`config.mk`:
```
export PLATFORM = sky130hd
export DESIGN_NAME = bcd_chain_counter
export DESIGN_NICKNAME = d
export VERILOG_FILES = /design/src/rtl/bcd_chain_counter.sv
export SDC_FILE = /design/constraint.sdc
export NUM_CORES = 1
export LEC_CHECK = 0
export BUFFER_PORTS_ARGS = -buffer_cell sky130_fd_sc_hd__buf_2
export CORE_MARGIN = 5
export CORE_UTILIZATION = 27
export CTS_CLUSTER_SIZE = 30
export DETAILED_ROUTE_END_ITERATION = 8
export PLACE_DENSITY = 0.55
export SETUP_SLACK_MARGIN = 0.4
export SLEW_MARGIN = 15
export SYNTH_ARGS = -nofsm -noshare
export SYNTH_HDL_FRONTEND = slang
export SYNTH_SLANG_ARGS = --single-unit
```
`constraint.sdc`:
```
create_clock -name clk -period 6.3 [get_ports clk]
set_clock_uncertainty 0.05 [all_clocks]
set_input_delay 1.26 -clock clk [delete_from_list [all_inputs] [get_ports clk]]
set_output_delay 1.26 -clock clk [all_outputs]
set_load 0.05 [all_outputs]
```
`src/rtl/bcd_chain_counter.sv`:
```
// bcd_chain_counter: DIGITS cascaded modulo-MODULUS digits, up/down, clear, clamped load.
// Optional macro BCD_CHAIN_ONESHOT_EN: stop at terminal count and raise done.
//
// Ports:
//   clk, rstn      clock, asynchronous active-low reset
//   en, up_dn      count enable, direction (1 = up)
//   clr, load, din synchronous clear, parallel load of din (digit i = din[i*DW +: DW])
//   cnt            current count, same packing as din
//   tc, cout       terminal count (combinational), cascade carry/borrow
//   load_err       one-cycle pulse after a load that clamped a digit
//   done           one-shot completion flag (tied 0 without the macro)
module bcd_chain_counter #(
    parameter int MODULUS = 10,
    parameter int DIGITS  = 4
) (
    input  logic                             clk,
    input  logic                             rstn,
    input  logic                             en,
    input  logic                             up_dn,
    input  logic                             clr,
    input  logic                             load,
    input  logic [DIGITS*$clog2(MODULUS)-1:0] din,
    output logic [DIGITS*$clog2(MODULUS)-1:0] cnt,
    output logic                             tc,
    output logic                             cout,
    output logic                             load_err,
    output logic                             done
);

    localparam int DW = $clog2(MODULUS);
    localparam int W  = DIGITS * DW;
    localparam logic [DW-1:0] DMAX = DW'(MODULUS - 1);
    localparam logic [DW:0]   DLIM = (DW+1)'(MODULUS);

    logic [W-1:0]    cnt_q;
    logic [W-1:0]    cnt_nxt;
    logic [W-1:0]    din_clamp;
    logic [DIGITS:0] lo_max;
    logic [DIGITS:0] lo_zero;
    logic            clamp_any;
    logic            err_q;
    logic            step;

    // lo_max[i] / lo_zero[i]: every digit below i is at MODULUS-1 / 0,
    // so digit i is the one that carries or borrows this step.
    always_comb begin
        lo_max     = '0;
        lo_zero    = '0;
        lo_max[0]  = 1'b1;
        lo_zero[0] = 1'b1;
        cnt_nxt    = cnt_q;
        din_clamp  = '0;
        clamp_any  = 1'b0;
        for (int i = 0; i < DIGITS; i++) begin
            lo_max[i+1]  = lo_max[i] & (cnt_q[i*DW +: DW] == DMAX);
            lo_zero[i+1] = lo_zero[i] & (cnt_q[i*DW +: DW] == '0);
            if (up_dn && lo_max[i]) begin
                if (cnt_q[i*DW +: DW] == DMAX)
                    cnt_nxt[i*DW +: DW] = '0;
                else
                    cnt_nxt[i*DW +: DW] = cnt_q[i*DW +: DW] + DW'(1);
            end else if (!up_dn && lo_zero[i]) begin
                if (cnt_q[i*DW +: DW] == '0)
                    cnt_nxt[i*DW +: DW] = DMAX;
                else
                    cnt_nxt[i*DW +: DW] = cnt_q[i*DW +: DW] - DW'(1);
            end
            if ({1'b0, din[i*DW +: DW]} >= DLIM) begin
                din_clamp[i*DW +: DW] = DMAX;
                clamp_any             = 1'b1;
            end else begin
                din_clamp[i*DW +: DW] = din[i*DW +: DW];
            end
        end
    end

    assign tc       = up_dn ? lo_max[DIGITS] : lo_zero[DIGITS];
    assign cnt      = cnt_q;
    assign load_err = err_q;

`ifdef BCD_CHAIN_ONESHOT_EN
    logic done_q;

    // Once done, the counter is frozen until clr, load or reset.
    assign step = en & ~done_q;
    assign cout = step & tc;
    assign done = done_q;

    always_ff @(posedge clk or negedge rstn) begin
        if (!rstn) begin
            cnt_q  <= '0;
            err_q  <= 1'b0;
            done_q <= 1'b0;
        end else if (clr) begin
            cnt_q  <= '0;
            err_q  <= 1'b0;
            done_q <= 1'b0;
        end else if (load) begin
            cnt_q  <= din_clamp;
            err_q  <= clamp_any;
            done_q <= 1'b0;
        end else begin
            err_q <= 1'b0;
            if (step) begin
                if (tc)
                    done_q <= 1'b1;
                else
                    cnt_q <= cnt_nxt;
            end
        end
    end
`else
    assign step = en;
    assign cout = en & tc;
    assign done = 1'b0;

    always_ff @(posedge clk or negedge rstn) begin
        if (!rstn) begin
            cnt_q <= '0;
            err_q <= 1'b0;
        end else if (clr) begin
            cnt_q <= '0;
            err_q <= 1'b0;
        end else if (load) begin
            cnt_q <= din_clamp;
            err_q <= clamp_any;
        end else begin
            err_q <= 1'b0;
            if (step)
                cnt_q <= cnt_nxt;
        end
    end
`endif

endmodule

```
* Yosys cells after proc, flatten, opt, wreduce, memory -nomap -nowiden
Index checks and enable logic that the tools add are counted.
** Word-level totals
- Bits in registers :: 17
- Bits in latches :: 0
- Bits in writable memories :: 0
- ROM bits :: 0
- Bits of input ports :: 22
- Output and inout bits :: 20
- Word-level logic and storage cells :: 75
- Memories :: 0
** Cells by class
- $add $sub $neg :: 8
- Multiply operators :: 0
- Divide/modulo/power cells :: 0
- $lt $le $gt $ge :: 4
- Eq/ne operators :: 4
- Shift operators :: 0
- Muxes and demuxes :: 29
- Bitwise operators :: 7
- Reduce and logical (&&, ||, !) cells :: 18
** Operators by type and width (count)
- two-way mux 4 bit :: 19
- two-way mux 16 bit :: 3
- adder 4 x 1 -> 4 bit (second input constant) :: 4
- equality test 4 bit (second input constant) :: 4
- greater-or-equal comparator 4 bit (second input constant) :: 4
- zero test 4 bit :: 4
- subtractor 4 x 1 -> 4 bit (second input constant) :: 4
- nonzero test 4 bit :: 3
- bitwise AND 1 bit :: 7
- two-way mux 1 bit :: 7
- logical AND 1 bit :: 6
- AND reduction 2 bit :: 3
- nonzero test 3 bit :: 1
- zero test 1 bit :: 1

* Logic depth before layout (Yosys ltp)
- Word-level depth :: 9
- Mapped depth :: 8
- Depth with buffers taken out :: 7

* Worst setup path before layout
OpenSTA, ideal clock, no wires.
- Path type :: in2out
- From :: input up_dn
- To :: output cout
- Arrival time :: 3.160 ns
- Data required time :: 4.990 ns
- Slack :: 1.830 ns
- Stages on the path :: 4
- Path buffers :: 0
- Cells stage by stage :: or4b_4 nor3_2 a32oi_1 nor3_1
** Between the ends
- Cells in the longest elaborated chain, start to end :: 2
** Ends and longest elaborated chain
- start, declared :: line 19 : input logic up_dn,
- two-way mux 1 bit :: line 77 : assign tc = up_dn ? lo_max[DIGITS] : lo_zero[DIGITS];
- bitwise AND 1 bit :: line 114 : assign cout = en & tc;
- end, declared :: line 25 : output logic cout,
Every way passes these cells.

* Worst setup path after layout
Same ends and word-level chain as after synthesis.

==> impl_metrics.toml <==
[global_routing]
grt_pass1_wl_um = 8820
first_global_vias = 1756
track_usage_pct = 12.4
grt-ovfl-total = 0
antenna_found_initial = 0
grt_max_degree = 33

[timing]
holdWs_ps = 576
final.setup.tns_ps = 0
fmax_mhz = 216
relSlewSlack_pct = 54.6
post-route-period-util_pct = 73.5
hold_violations = 0
tightest_slew_ps = 677
drv_slew = 0
fin_crit_ps = 4630
finalSetupViolations = 0
rsz0062_at_grt = "no"

[yosys]
synthesis.nets = 265
syn_inst = 227
synth.top_cells.by_area = "dfrtp_1, ha_1, a21oi_1"
synth_flop_cell = "dfrtp_1"
ys_ff_latch = 17
synth_top_area_share_pct = 22.9
synth_most_common_cell = "inv_1"
synth_top_cell_by_area = "dfrtp_1"
ys_seq_area_share_pct = 22.9
ys_top_cells_by_count = "inv_1, a21oi_1, dfrtp_1"
synth-edff-count = 0
syn_avg_cell_area_um2 = 8.19
async_flop_share_pct = 100
yosys.cell_types.count = 60
syn_area_um2 = 1860
yosys_warnings = 0

[clock_network]
h-tree-depth = 1
numClockSinks = 17
cts.clk_slew.worst_paths_ps = 80
cts.repair.resized = 0
cts_made_buffers = 3
clock_latency_ps = 250
cts.hold.buffers_added = 0
cts_root_buffer = "clkbuf_8"
clockBufferDepth = 2
post-cts-setup-buffers = 0
cts_tree = "yes"

[route]
wl_um = 5230
wl_per_cell_um = 15.6
antenna_left = 0
drc_errors = 0
num_vias = 1816
first_pass_iters = 4
vias_per_cell = 5.40
first_iter_violations = 130

[critical_path]
endpoint_kind = "output pin"
critical_path_class = "primary input to output pin"
cp_max_fo = 13
critPathLaunchType = "primary input"
crit_arrival_ps = 3320
required_ps = 4990

[die]
coreArea_um2 = 6760
boundaryPins = 42
die_w_um = 93.0
start_util_pct = 27.5
rows = 30
die_area_um2 = 8640
die_y_um = 93.0

[finish]
area_growth_syn_to_layout_pct = 13.7
drive_gt1_share_pct = 23.8
fin_util_pct = 31.3
final_nets = 295
diodes = 0

[run_status]
status = "finished clean"

[place]
portBuffers = 40
dp_hpwl_um = 4010
place.gp.congestion = 0.833

[worst_hold_path]
hold_path.class = "flop to flop"

[pwr]
ir_drop_mv = 0.0769
power.density_nw_per_um2 = 184
p_leak_nw = 0.923

[flow_run]
maxCapViolations = 0
==> final cells by class <==
type / count / area (µm²)
inverter: 18 / 67.6
timing repair buffer: 40 / 200
fill: 724 / 4640
clock inverter: 1 / 5.00
sequential: 17 / 425
tap: 80 / 100
clock buffer: 3 / 41.3
multi-input combinational: 177 / 1270
==> state kept, by name, summed over array words and instances, names as in the netlist <==
| name | count |
|---|---|
| cnt | 16 |
| load_err | 1 |
==> routing by layer <==
layer  up-vias  global-route usage, %  wire [µm]
met5         -                      0          0
met4         0                   1.83         36
met3         4                   1.79        226
met2        53                   19.5       2410
met1       865                   18.3       2560
li1        894                      -          -
==> worst max-delay path: stages <==
cell      delay (ps)
buf_2            200
nand4b_1         440
nor3_2           730
a32oi_1          230
nor3_1           160
buf_2            290
==> power by group <==
group	switching, mW	internal, mW	leakage [nW]
registers	0.0212	0.118	0.222
logic	0.105	0.0591	0.675
clock network	0.0411	0.0439	0.0255
total	0.167	0.221	0.923
==> logic make-up after synthesis <==
| kind of cell | count (synthesis) | synth area share, % |
|---|---|---|
| buf+inv | 33 | 8.55 |
| other cells | 1 | 0.202 |
| simple gates | 76 | 23.5 |
| compound gates | 77 | 29.4 |
| fa+ha+maj | 16 | 10.8 |
| mux | 6 | 4.17 |
| xor+xnor | 1 | 0.471 |
| flops | 17 | 22.9 |
==> path summary, 6_finish.rpt <==
check,start,end,slack [ps],cells after the start
setup / recovery,up_dn,cout,1670,6
hold / removal,cnt[10]$_DFFE_PN0P_,cnt[10]$_DFFE_PN0P_,580,1
setup reg to reg,cnt[1]$_DFFE_PN0P_,cnt[12]$_DFFE_PN0P_,3490,7
hold reg to reg,cnt[10]$_DFFE_PN0P_,cnt[10]$_DFFE_PN0P_,580,1
max in group asynchronous,rstn,cnt[5]$_DFFE_PN0P_,5010,1
min in group asynchronous,rstn,cnt[13]$_DFFE_PN0P_,880,1
==> through the flow <==
step	cells	setup slack (ps)	total power [mW]	cell area, µm²
after floorplan	227	1830	0.264	1860
after global placement	332	1730	0.304	2070
after detailed placement	332	1680	0.305	2070
after CTS	336	1670	0.392	2110
after global routing	336	1490	0.416	2110
final	336	1670	0.388	2110
==> cell usage in the layout (no fill, tap or decap), drive strengths merged, types with 4 or more instances in the layout <==
| master | netlist | routed |
|---|---|---|
| nand2 | 12 | 12 |
| dfrtp | 17 | 17 |
| nand2b | 6 | 6 |
| nor3 | 7 | 7 |
| ha | 16 | 16 |
| o22ai | 4 | 4 |
| o31ai | 4 | 4 |
| o21ai | 14 | 14 |
| nor2 | 15 | 15 |
| buf | 10 | 40 |
| nand3 | 9 | 9 |
| nor2b | 5 | 5 |
| a21oi | 17 | 17 |
| mux2 | 4 | 4 |
| o211ai | 4 | 4 |
| nand3b | 6 | 6 |
| a22o | 7 | 7 |
| inv | 18 | 18 |
Note: power is estimated with default switching activity, not from simulation.
